$ cat src/rtl/ysyx_24080006_mdu_ctrl.sv
// Iterative RV32M multiply/divide sequencer that borrows the EX-stage ALU adder
// through the mdu_enable / mdu2alu / alu2mdu side port instead of owning an adder.
module ysyx_24080006_mdu_ctrl #(
    parameter bit FAST_SPECIAL = 1'b1
) (
    input  logic        clock,
    input  logic        reset_n,
    input  logic        flush,
    input  logic        in_valid,
    output logic        in_ready,
    input  logic [2:0]  mdu_op,
    input  logic [31:0] op_a,
    input  logic [31:0] op_b,
    output logic        out_valid,
    input  logic        out_ready,
    output logic [31:0] out_data,
    output logic        busy,
    output logic        mdu_enable,
    output logic [65:0] mdu2alu,
    input  logic [66:0] alu2mdu
);

    localparam int DATA_W = 32;

    typedef enum logic [2:0] {
        S_IDLE,
        S_ABS_A,
        S_ABS_B,
        S_ITER,
        S_FIX_LO,
        S_FIX_HI,
        S_DONE
    } state_t;

    state_t              r_state;
    logic                r_mdu_en;
    logic                r_out_valid;
    logic [DATA_W-1:0]   r_out_data;

    logic [2:0]          r_op;
    logic [DATA_W-1:0]   r_a;
    logic [DATA_W-1:0]   r_b;
    logic [DATA_W-1:0]   r_hi;
    logic [DATA_W-1:0]   r_lo;
    logic [4:0]          r_cnt;
    logic                r_a_neg;
    logic                r_b_neg;
    logic                r_carry;
    logic                r_special;
    logic [DATA_W-1:0]   r_spec_val;

    logic [33:0]         w_res34;
    logic [DATA_W-1:0]   w_res32;
    logic                w_unused_alu;
    logic [DATA_W:0]     w_add_a;
    logic [DATA_W:0]     w_add_b;
    logic                w_accept;
    logic                w_sa;
    logic                w_sb;
    logic                w_divz;
    logic                w_ovf;
    logic                w_special;
    logic [DATA_W-1:0]   w_spec_val;
    logic                w_is_div;
    logic [DATA_W:0]     w_rsh;
    logic                w_q;
    logic [DATA_W:0]     w_sum_mul;
    logic [DATA_W-1:0]   w_abs_b;
    logic                w_neg_lo;
    logic                w_neg_hi;
    logic                w_sel_hi;
    logic [DATA_W-1:0]   w_hi_fixed;
    logic [DATA_W-1:0]   w_result;

    // x/0 yields all-ones quotient and the dividend as remainder; INT_MIN/-1 wraps.
    function automatic logic [DATA_W-1:0] special_result(
        input logic              divz,
        input logic              is_rem,
        input logic [DATA_W-1:0] a
    );
        if (divz)
            special_result = is_rem ? a : {DATA_W{1'b1}};
        else
            special_result = is_rem ? {DATA_W{1'b0}} : {1'b1, {(DATA_W-1){1'b0}}};
    endfunction

    assign w_res34      = alu2mdu[66:33];
    assign w_res32      = alu2mdu[32:1];
    assign w_unused_alu = alu2mdu[0] ^ w_res34[0];

    assign in_ready   = reset_n && (r_state == S_IDLE);
    assign busy       = (r_state != S_IDLE);
    assign mdu_enable = r_mdu_en;
    assign out_valid  = r_out_valid;
    assign out_data   = r_out_data;
    assign mdu2alu    = r_mdu_en ? {w_add_a, w_add_b} : 66'd0;

    assign w_accept   = in_valid && in_ready && !flush;
    assign w_sa       = (mdu_op == 3'b001) || (mdu_op == 3'b010) ||
                        (mdu_op == 3'b100) || (mdu_op == 3'b110);
    assign w_sb       = (mdu_op == 3'b001) || (mdu_op == 3'b100) || (mdu_op == 3'b110);
    assign w_divz     = mdu_op[2] && (op_b == '0);
    assign w_ovf      = mdu_op[2] && !mdu_op[0] && (op_a == 32'h8000_0000) &&
                        (op_b == 32'hFFFF_FFFF);
    assign w_special  = w_divz || w_ovf;
    assign w_spec_val = special_result(w_divz, mdu_op[1], op_a);

    assign w_is_div   = r_op[2];
    assign w_rsh      = {r_hi, r_lo[DATA_W-1]};
    assign w_q        = w_rsh[DATA_W] | w_res34[33];
    assign w_sum_mul  = r_lo[0] ? w_res34[33:1] : {1'b0, r_hi};
    assign w_abs_b    = r_b_neg ? w_res32 : r_b;
    assign w_neg_lo   = r_a_neg ^ r_b_neg;
    assign w_neg_hi   = w_is_div ? r_a_neg : (r_a_neg ^ r_b_neg);
    assign w_sel_hi   = w_is_div ? r_op[1] : (r_op[1:0] != 2'b00);
    assign w_hi_fixed = w_neg_hi ? w_res32 : r_hi;
    assign w_result   = w_sel_hi ? w_hi_fixed : r_lo;

    // Adder operands; the LSB pair acts as carry-in (1+1 carries into bit 1).
    always_comb begin
        w_add_a = '0;
        w_add_b = '0;
        case (r_state)
            S_ABS_A: begin
                w_add_a = {{DATA_W{1'b0}}, 1'b1};
                w_add_b = {~r_a, 1'b1};
            end
            S_ABS_B: begin
                w_add_a = {{DATA_W{1'b0}}, 1'b1};
                w_add_b = {~r_b, 1'b1};
            end
            S_ITER: begin
                if (w_is_div) begin
                    w_add_a = {w_rsh[DATA_W-1:0], 1'b1};
                    w_add_b = {~r_b, 1'b1};
                end else if (r_lo[0]) begin
                    w_add_a = {r_hi, 1'b0};
                    w_add_b = {r_a, 1'b0};
                end
            end
            S_FIX_LO: begin
                w_add_a = {~r_lo, 1'b1};
                w_add_b = {{DATA_W{1'b0}}, 1'b1};
            end
            S_FIX_HI: begin
                w_add_a = {~r_hi, 1'b1};
                w_add_b = {{DATA_W{1'b0}}, w_is_div ? 1'b1 : r_carry};
            end
            default: ;
        endcase
    end

    always_ff @(posedge clock) begin
        if (!reset_n) begin
            r_state     <= S_IDLE;
            r_mdu_en    <= 1'b0;
            r_out_valid <= 1'b0;
            r_out_data  <= '0;
        end else if (flush && (r_state != S_IDLE)) begin
            r_state     <= S_IDLE;
            r_mdu_en    <= 1'b0;
            r_out_valid <= 1'b0;
        end else begin
            case (r_state)
                S_IDLE: begin
                    if (w_accept) begin
                        if (FAST_SPECIAL && w_special) begin
                            r_state     <= S_DONE;
                            r_out_valid <= 1'b1;
                            r_out_data  <= w_spec_val;
                        end else begin
                            r_state  <= S_ABS_A;
                            r_mdu_en <= 1'b1;
                        end
                    end
                end
                S_ABS_A:  r_state <= S_ABS_B;
                S_ABS_B:  r_state <= S_ITER;
                S_ITER: begin
                    if (r_cnt == 5'd0)
                        r_state <= S_FIX_LO;
                end
                S_FIX_LO: r_state <= S_FIX_HI;
                S_FIX_HI: begin
                    r_state     <= S_DONE;
                    r_mdu_en    <= 1'b0;
                    r_out_valid <= 1'b1;
                    r_out_data  <= r_special ? r_spec_val : w_result;
                end
                S_DONE: begin
                    if (out_ready) begin
                        r_state     <= S_IDLE;
                        r_out_valid <= 1'b0;
                    end
                end
                default: begin
                    r_state     <= S_IDLE;
                    r_mdu_en    <= 1'b0;
                    r_out_valid <= 1'b0;
                end
            endcase
        end
    end

    // Datapath: hi/lo hold the 64-bit product, or remainder/quotient when dividing.
    always_ff @(posedge clock) begin
        case (r_state)
            S_IDLE: begin
                if (w_accept) begin
                    r_op       <= mdu_op;
                    r_a        <= op_a;
                    r_b        <= op_b;
                    r_a_neg    <= w_sa & op_a[DATA_W-1];
                    r_b_neg    <= w_sb & op_b[DATA_W-1];
                    r_special  <= w_special;
                    r_spec_val <= w_spec_val;
                end
            end
            S_ABS_A: begin
                if (r_a_neg)
                    r_a <= w_res32;
            end
            S_ABS_B: begin
                r_b   <= w_abs_b;
                r_hi  <= '0;
                r_lo  <= w_is_div ? r_a : w_abs_b;
                r_cnt <= 5'd31;
            end
            S_ITER: begin
                r_cnt <= r_cnt - 5'd1;
                if (w_is_div) begin
                    r_hi <= w_q ? w_res32 : w_rsh[DATA_W-1:0];
                    r_lo <= {r_lo[DATA_W-2:0], w_q};
                end else begin
                    r_hi <= w_sum_mul[DATA_W:1];
                    r_lo <= {w_sum_mul[0], r_lo[DATA_W-1:1]};
                end
            end
            S_FIX_LO: begin
                r_carry <= w_res34[33];
                if (w_neg_lo)
                    r_lo <= w_res32;
            end
            S_FIX_HI: begin
                if (w_neg_hi)
                    r_hi <= w_res32;
            end
            default: ;
        endcase
    end

endmodule

$ cat config.mk
export PLATFORM = sky130hd
export DESIGN_NAME = ysyx_24080006_mdu_ctrl
export DESIGN_NICKNAME = d
export VERILOG_FILES = /design/src/rtl/ysyx_24080006_mdu_ctrl.sv
export SDC_FILE = /design/constraint.sdc
export NUM_CORES = 1
export LEC_CHECK = 0
export CORE_MARGIN = 5
export CORE_UTILIZATION = 31
export DETAILED_ROUTE_END_ITERATION = 8
export PLACE_DENSITY_LB_ADDON = 0.3
export SLEW_MARGIN = 10
export SYNTH_ARGS = -nofsm -noshare
export SYNTH_HDL_FRONTEND = slang
export SYNTH_SLANG_ARGS = --single-unit
$ cat constraint.sdc
create_clock -name clock -period 5 [get_ports clock]
set_input_delay 1 -clock clock [delete_from_list [all_inputs] [get_ports clock]]
set_output_delay 1 -clock clock [all_outputs]
set_load 0.05 [all_outputs]
After elaboration in Yosys (flattened, before gate mapping). Cells that the tools add are included.

$add $sub $neg: 1. Eq/ne operators: 19. Mux-type cells: 46. Bitwise operators: 12. Reductions and logical operators: 39.

Operators with widths (count): $mux W32 (17); $pmux W32 S2 (3); $pmux W32 S3 (2); $mux W33 (5); $pmux W33 S5 (1); $pmux W33 S4 (1); $not A32 Y32 (4); $mux W66 (1); $eq A32 B32 Y1 const B (2); $logic_not A32 Y1 (1); $pmux W3 S7 (1); $eq A3 B3 Y1 const B (5); $ne A2 B2 Y1 const B (7); $mux W3 (4); $pmux W5 S2 (1); $reduce_bool A2 Y1 (5); $eq A3 B2 Y1 const B (3); $reduce_and A3 Y1 (3); $reduce_bool A3 Y1 (3); $logic_and A1 B1 Y1 (8); $mux W1 (8); $reduce_and A4 Y1 (2); $eq A3 B1 Y1 const B (2); $logic_or A1 B1 Y1 (6); other kinds (14) (22).

Flip-flop bits (word level): 209. Bits of input ports: 139. Output and inout bits: 102. Logic and storage cells: 132.

Logic depth before layout (Yosys ltp).
Word-level depth: 8. Mapped depth: 9. Depth with buffers taken out: 8.

Worst setup path before layout. OpenSTA, ideal clock, no wires.

Path kind: flip-flop to flip-flop. Start: register r_b_neg. End: register r_lo[0] (enable). Library setup time: 0.466 ns. Arrival time: 3.433 ns. Data required time: 4.534 ns. Path slack: 1.101 ns. Cell stages (with the launch flop): 5. Path buffers: 2. Clock period less this slack: 3.899 ns. Path through: edfxtp_1 > clkbuf_1 > clkbuf_1 > xnor2_1 > o21ai_0.

Longest elaborated chain between the ends: 3.

Ends and longest elaborated chain: start: declaration (RTL line 47) `logic r_b_neg;`; start signal: assignment (RTL line 214) `r_b_neg <= w_sb & op_b[DATA_W-1];`; $xor A1 B1 Y1 (RTL line 113) `assign w_neg_lo = r_a_neg ^ r_b_neg;`; $ne A2 B2 Y1 (no line); $reduce_and A2 Y1 (no line); end signal: assignment (RTL line 226) `r_lo <= w_is_div ? r_a : w_abs_b;`; end signal: assignment (RTL line 233) `r_lo <= {r_lo[DATA_W-2:0], w_q};`; end signal: assignment (RTL line 236) `r_lo <= {w_sum_mul[0], r_lo[DATA_W-1:1]};`; end: declaration (RTL line 44) `logic [DATA_W-1:0] r_lo;`.

Every way passes these cells. A chain may end at the register's enable or synchronous reset.

Final worst setup path.
Start: register r_state[0]. End: output mdu2alu[17].

Longest elaborated chain between the ends: 3. Elaborated cells between the ends (all ways): 7. Those cells by class: eq/ne (5); mux (2).

Ends and longest elaborated chain: start: declaration (RTL line 35) `state_t r_state;`; start signal: assignment (RTL line 155) `r_state <= S_IDLE;`; start signal: assignment (RTL line 160) `r_state <= S_IDLE;`; start signal: assignment (RTL line 168) `r_state <= S_DONE;`; $eq A3 B3 Y1, or another cell as far along (RTL line 123) `case (r_state)`; $pmux W33 S5 (*) (RTL line 123); $mux W66 (*) (RTL line 96) `assign mdu2alu = r_mdu_en ? {w_add_a, w_add_b} : 66'd0;`; end: declaration (RTL line 19) `output logic [65:0] mdu2alu,`.

Every way passes the cells marked *; elsewhere a longest branch is shown, timed or not.

==> metrics.md <==
| Metric | Value |
|---|---|
| Largest cells by area after synthesis | edfxtp_1, mux2i_1, a21oi_1 |
| Final slew viol count | 0 |
| Sequential share of power | between 30% and 40% |
| Dominant synthesized flop cell | edfxtp_1 |
| Reg2reg path depth | 6 |
| Core region area | between 40000 and 50000 sq um |
| Setup TNS | 0 ns |
| Fmax | ~210 MHz |
| Slew @ Worst Pin | between 1 and 1.5 ns |
| Final period util | approximately 93% |
| Post-cts gate resize count | 0 |
| Worst Path Max Fanout | 35 |
| HP Start | out_valid |
| Commonest cells post-synth | a21oi_1, nor2_1, edfxtp_1 |
| Crit path DAT | around 3.7 ns |
| GPL Wtd Cong | between 0.8 and 0.9 |
| Hold Vio Cnt, Final | 0 |
| Filler Cells Inserted | roughly 4300 |
| H-tree Lvls | 1 |
| Status | complete, no violations |
| Clock power frac | between 20% and 30% |
| Vias | 13100 |
| Post-CTS setup buffer count | 0 |
| Post-CTS Hold Buffers | 0 |
| Nets | ~1800 |
| Setup violators final | 0 |
| Worst hold endpoint | out_valid |
| Die height | 219 microns |
| PortBufs | 238 |
| Yosys reg bits | about 210 |
| Die Span X | 219 microns |
| Clk pin slew, worst setup/hold paths | 0.06 ns |
| Layout cells sized above 1 | a little over an eighth |
| Power per cell area | around 380 nW/um^2 |
| Initial antenna violation count | 6 |
| MaxCap Viol Count | 0 |
| Hold WS | between 0.4 and 0.5 ns |
| Worst EP required | about 4.0 ns |
| Area leader, netlist | edfxtp_1 |
| Initial drt markers | 1247 |
| Clock Skew | 0.0203 ns |
| Vias in the first global route | around 13000 |
| Sw Pwr | 2390 uW |
| Initial core utilization | about a third |
| Top Ports | between 200 and 250 |
| Unrepaired setup endpoints after global routing | false |
| Clock buffer count from CTS | 26 |
| Clock Path Buffers | 3 |
| Area of the multi-input gates | approximately 7000 sq um |
| Synth Net Count | 1663 |
| TritonRoute pass-1 iters | 6 |
| R2R Path Start | r_state[0] |
| CTS Root Cell | clkbuf_16 |
| Top-count cell post-synth | a21oi_1 |
| Rel. slew slack | 21.2% |
| Pint | about 4300 uW |
| CTS sink cnt | about 210 |
| Synth-to-layout area growth | 29.5% |
| Yosys warns | 0 |
| DR vias/cell | 5.68 |
| Post-synth ARST share | 0% |
| Worst vdd ir | approximately 230 uV |
| Pin count of the biggest net entering global routing | 66 |
| CP startpoint kind | register |
| Mapped cell area | ~14000 sq um |
| First-pass GRT wire length | 80400 microns |
| DRC viols | 0 |
| Worst-Skew Late Latency | between 0.5 and 0.6 ns |
| HPWL Detailed | around 38000 microns |
| DR WL/cell | between 20 and 25 microns |
| Detail Route Antenna Nets | 0 |
| Reg2reg end | out_data[1] |
| GRT overflow | 0 |
| Std-Cell Rows | 76 |
| CTS tree | yes |
| Die area | a little under 50000 sq um |
| Post-synthesis sequential area ratio | a little over two fifths |
| Setup WS post-layout | around 0.34 ns |
| Cells after Synth | about 1500 |
| Comb pwr share | about a third |
| Final min period | about 4.7 ns |
| Area share of the largest cell type after synthesis | 38.0% |
| Total track usage | roughly 22% |
| Hold path cells | 2 |
| CP Class | reg2out |
| Storage cell area | 5910 sq um |
| CP endpoint kind | primary output |
| Post-synth EDFFs | between 150 and 200 |
| Hold WC Path Type | reg2reg |
| Distinct cells, synth | 59 |
| Static Leak | roughly 0.0064 uW |
| Total wire length | approximately 55000 microns |
| Pre-CTS setup slack | ~1 ns |
| Internal reg-to-reg setup slack | 1.33 ns |
| Switching Fraction | a little over a third |
| Mapped Avg Cell Area | between 8 and 9 sq um |
==> worst max-delay path, stage by stage, from the launching register on <==
cell and delay (ns):
dfxtp_1 0.70, nor2b_1 0.45, nand2_2 0.12, nor3b_2 0.54
buf_4 0.51, nand2_1 0.10, o221a_2 0.13, nor2_1 0.34
buf_12 0.20
==> cells in the final DEF (no fill, tap or decap), drive strengths merged, types with 7 or more instances in the layout <==
master         synthesis  routed
mux2                  31      31
nor2                 207     207
o22ai                 31      31
nor4                  15      15
o221ai                32      32
mux2i                157     157
o221a                 32      32
o21ai                110     110
nand4                  9       9
nand3                  7       7
dfxtp                 37      37
edfxtp               172     172
buf                   34      98
nand2                155     155
nor3                  34      34
a21oi                228     228
inv                   40      40
clkdlybuf4s50          0     177
clkinv                 1       8
clkbuf                95      39
a211oi                31      31
==> layer usage <==
layer	track usage (%)	vias up	part of all wire, %
li1	-	5977	-
met1	30.0	6301	42
met2	34.2	684	46
met3	3.86	96	8.6
met4	6.76	4	2.8
met5	0	-	0.040
==> worst max-delay path by stage <==
stage | start | endpoint | depth (start not counted)
3_3_place_gp | r_state[0] | mdu2alu[17] | 8
2_1_floorplan | r_b_neg | r_lo[0] | 4
3_5_place_dp | r_state[0] | mdu2alu[17] | 8
6_report | r_state[0] | mdu2alu[17] | 8
5_1_grt | r_state[0] | mdu2alu[13] | 8
4_1_cts | r_state[0] | mdu2alu[17] | 8
==> power by group through the flow <==
stage	registers (uW)	clock network, uW	logic [uW]
finish	2650	1940	2110
global route	2680	2030	2280
CTS	2640	1960	2110
detailed placement	2670	0	2100
global placement	2660	0	2060
floorplan	2570	0	1380
==> layout make-up <==
type	instances	area share, %
antenna	4	0.0569
inverter	41	0.875
sequential	209	33.6
clock inverter	8	0.363
timing repair buffer	275	16.7
clock buffer	39	4.62
multi-input combinational	1137	39.7
tap	585	4.16
==> cells by family after synthesis <==
kind of cell,share of synthesized area (%)
buffers and inverters,5.57
xor gates and xnor gates,0.249
AOI/OAI and AO/OA,21.7
adders and majority gates,0.369
and+or+nand+nor,14.5
muxes,14.1
DFF,43.5
==> through the flow <==
step,util [%],power (uW),cell area (sq um),cells
3_5_place_dp,38.7,4770,16700,2247
2_1_floorplan,-,3940,13600,1520
5_1_grt,40.7,6990,17600,2297
6_report,40.7,6690,17600,2298
4_1_cts,40.7,6700,17600,2294
3_3_place_gp,38.7,4720,16700,2247
==> state kept, by name, indices dropped and copies added, names as in the netlist <==
register / flops
r_spec_val: 32
out_valid: 1
mdu_enable: 1
r_hi: 32
r_state: 3
r_b: 32
r_b_neg: 1
r_lo: 32
r_cnt: 5
r_special: 1
r_op: 3
r_carry: 1
out_data: 32
r_a: 32
r_a_neg: 1
No activity file was read; power rests on OpenSTA's default activity.
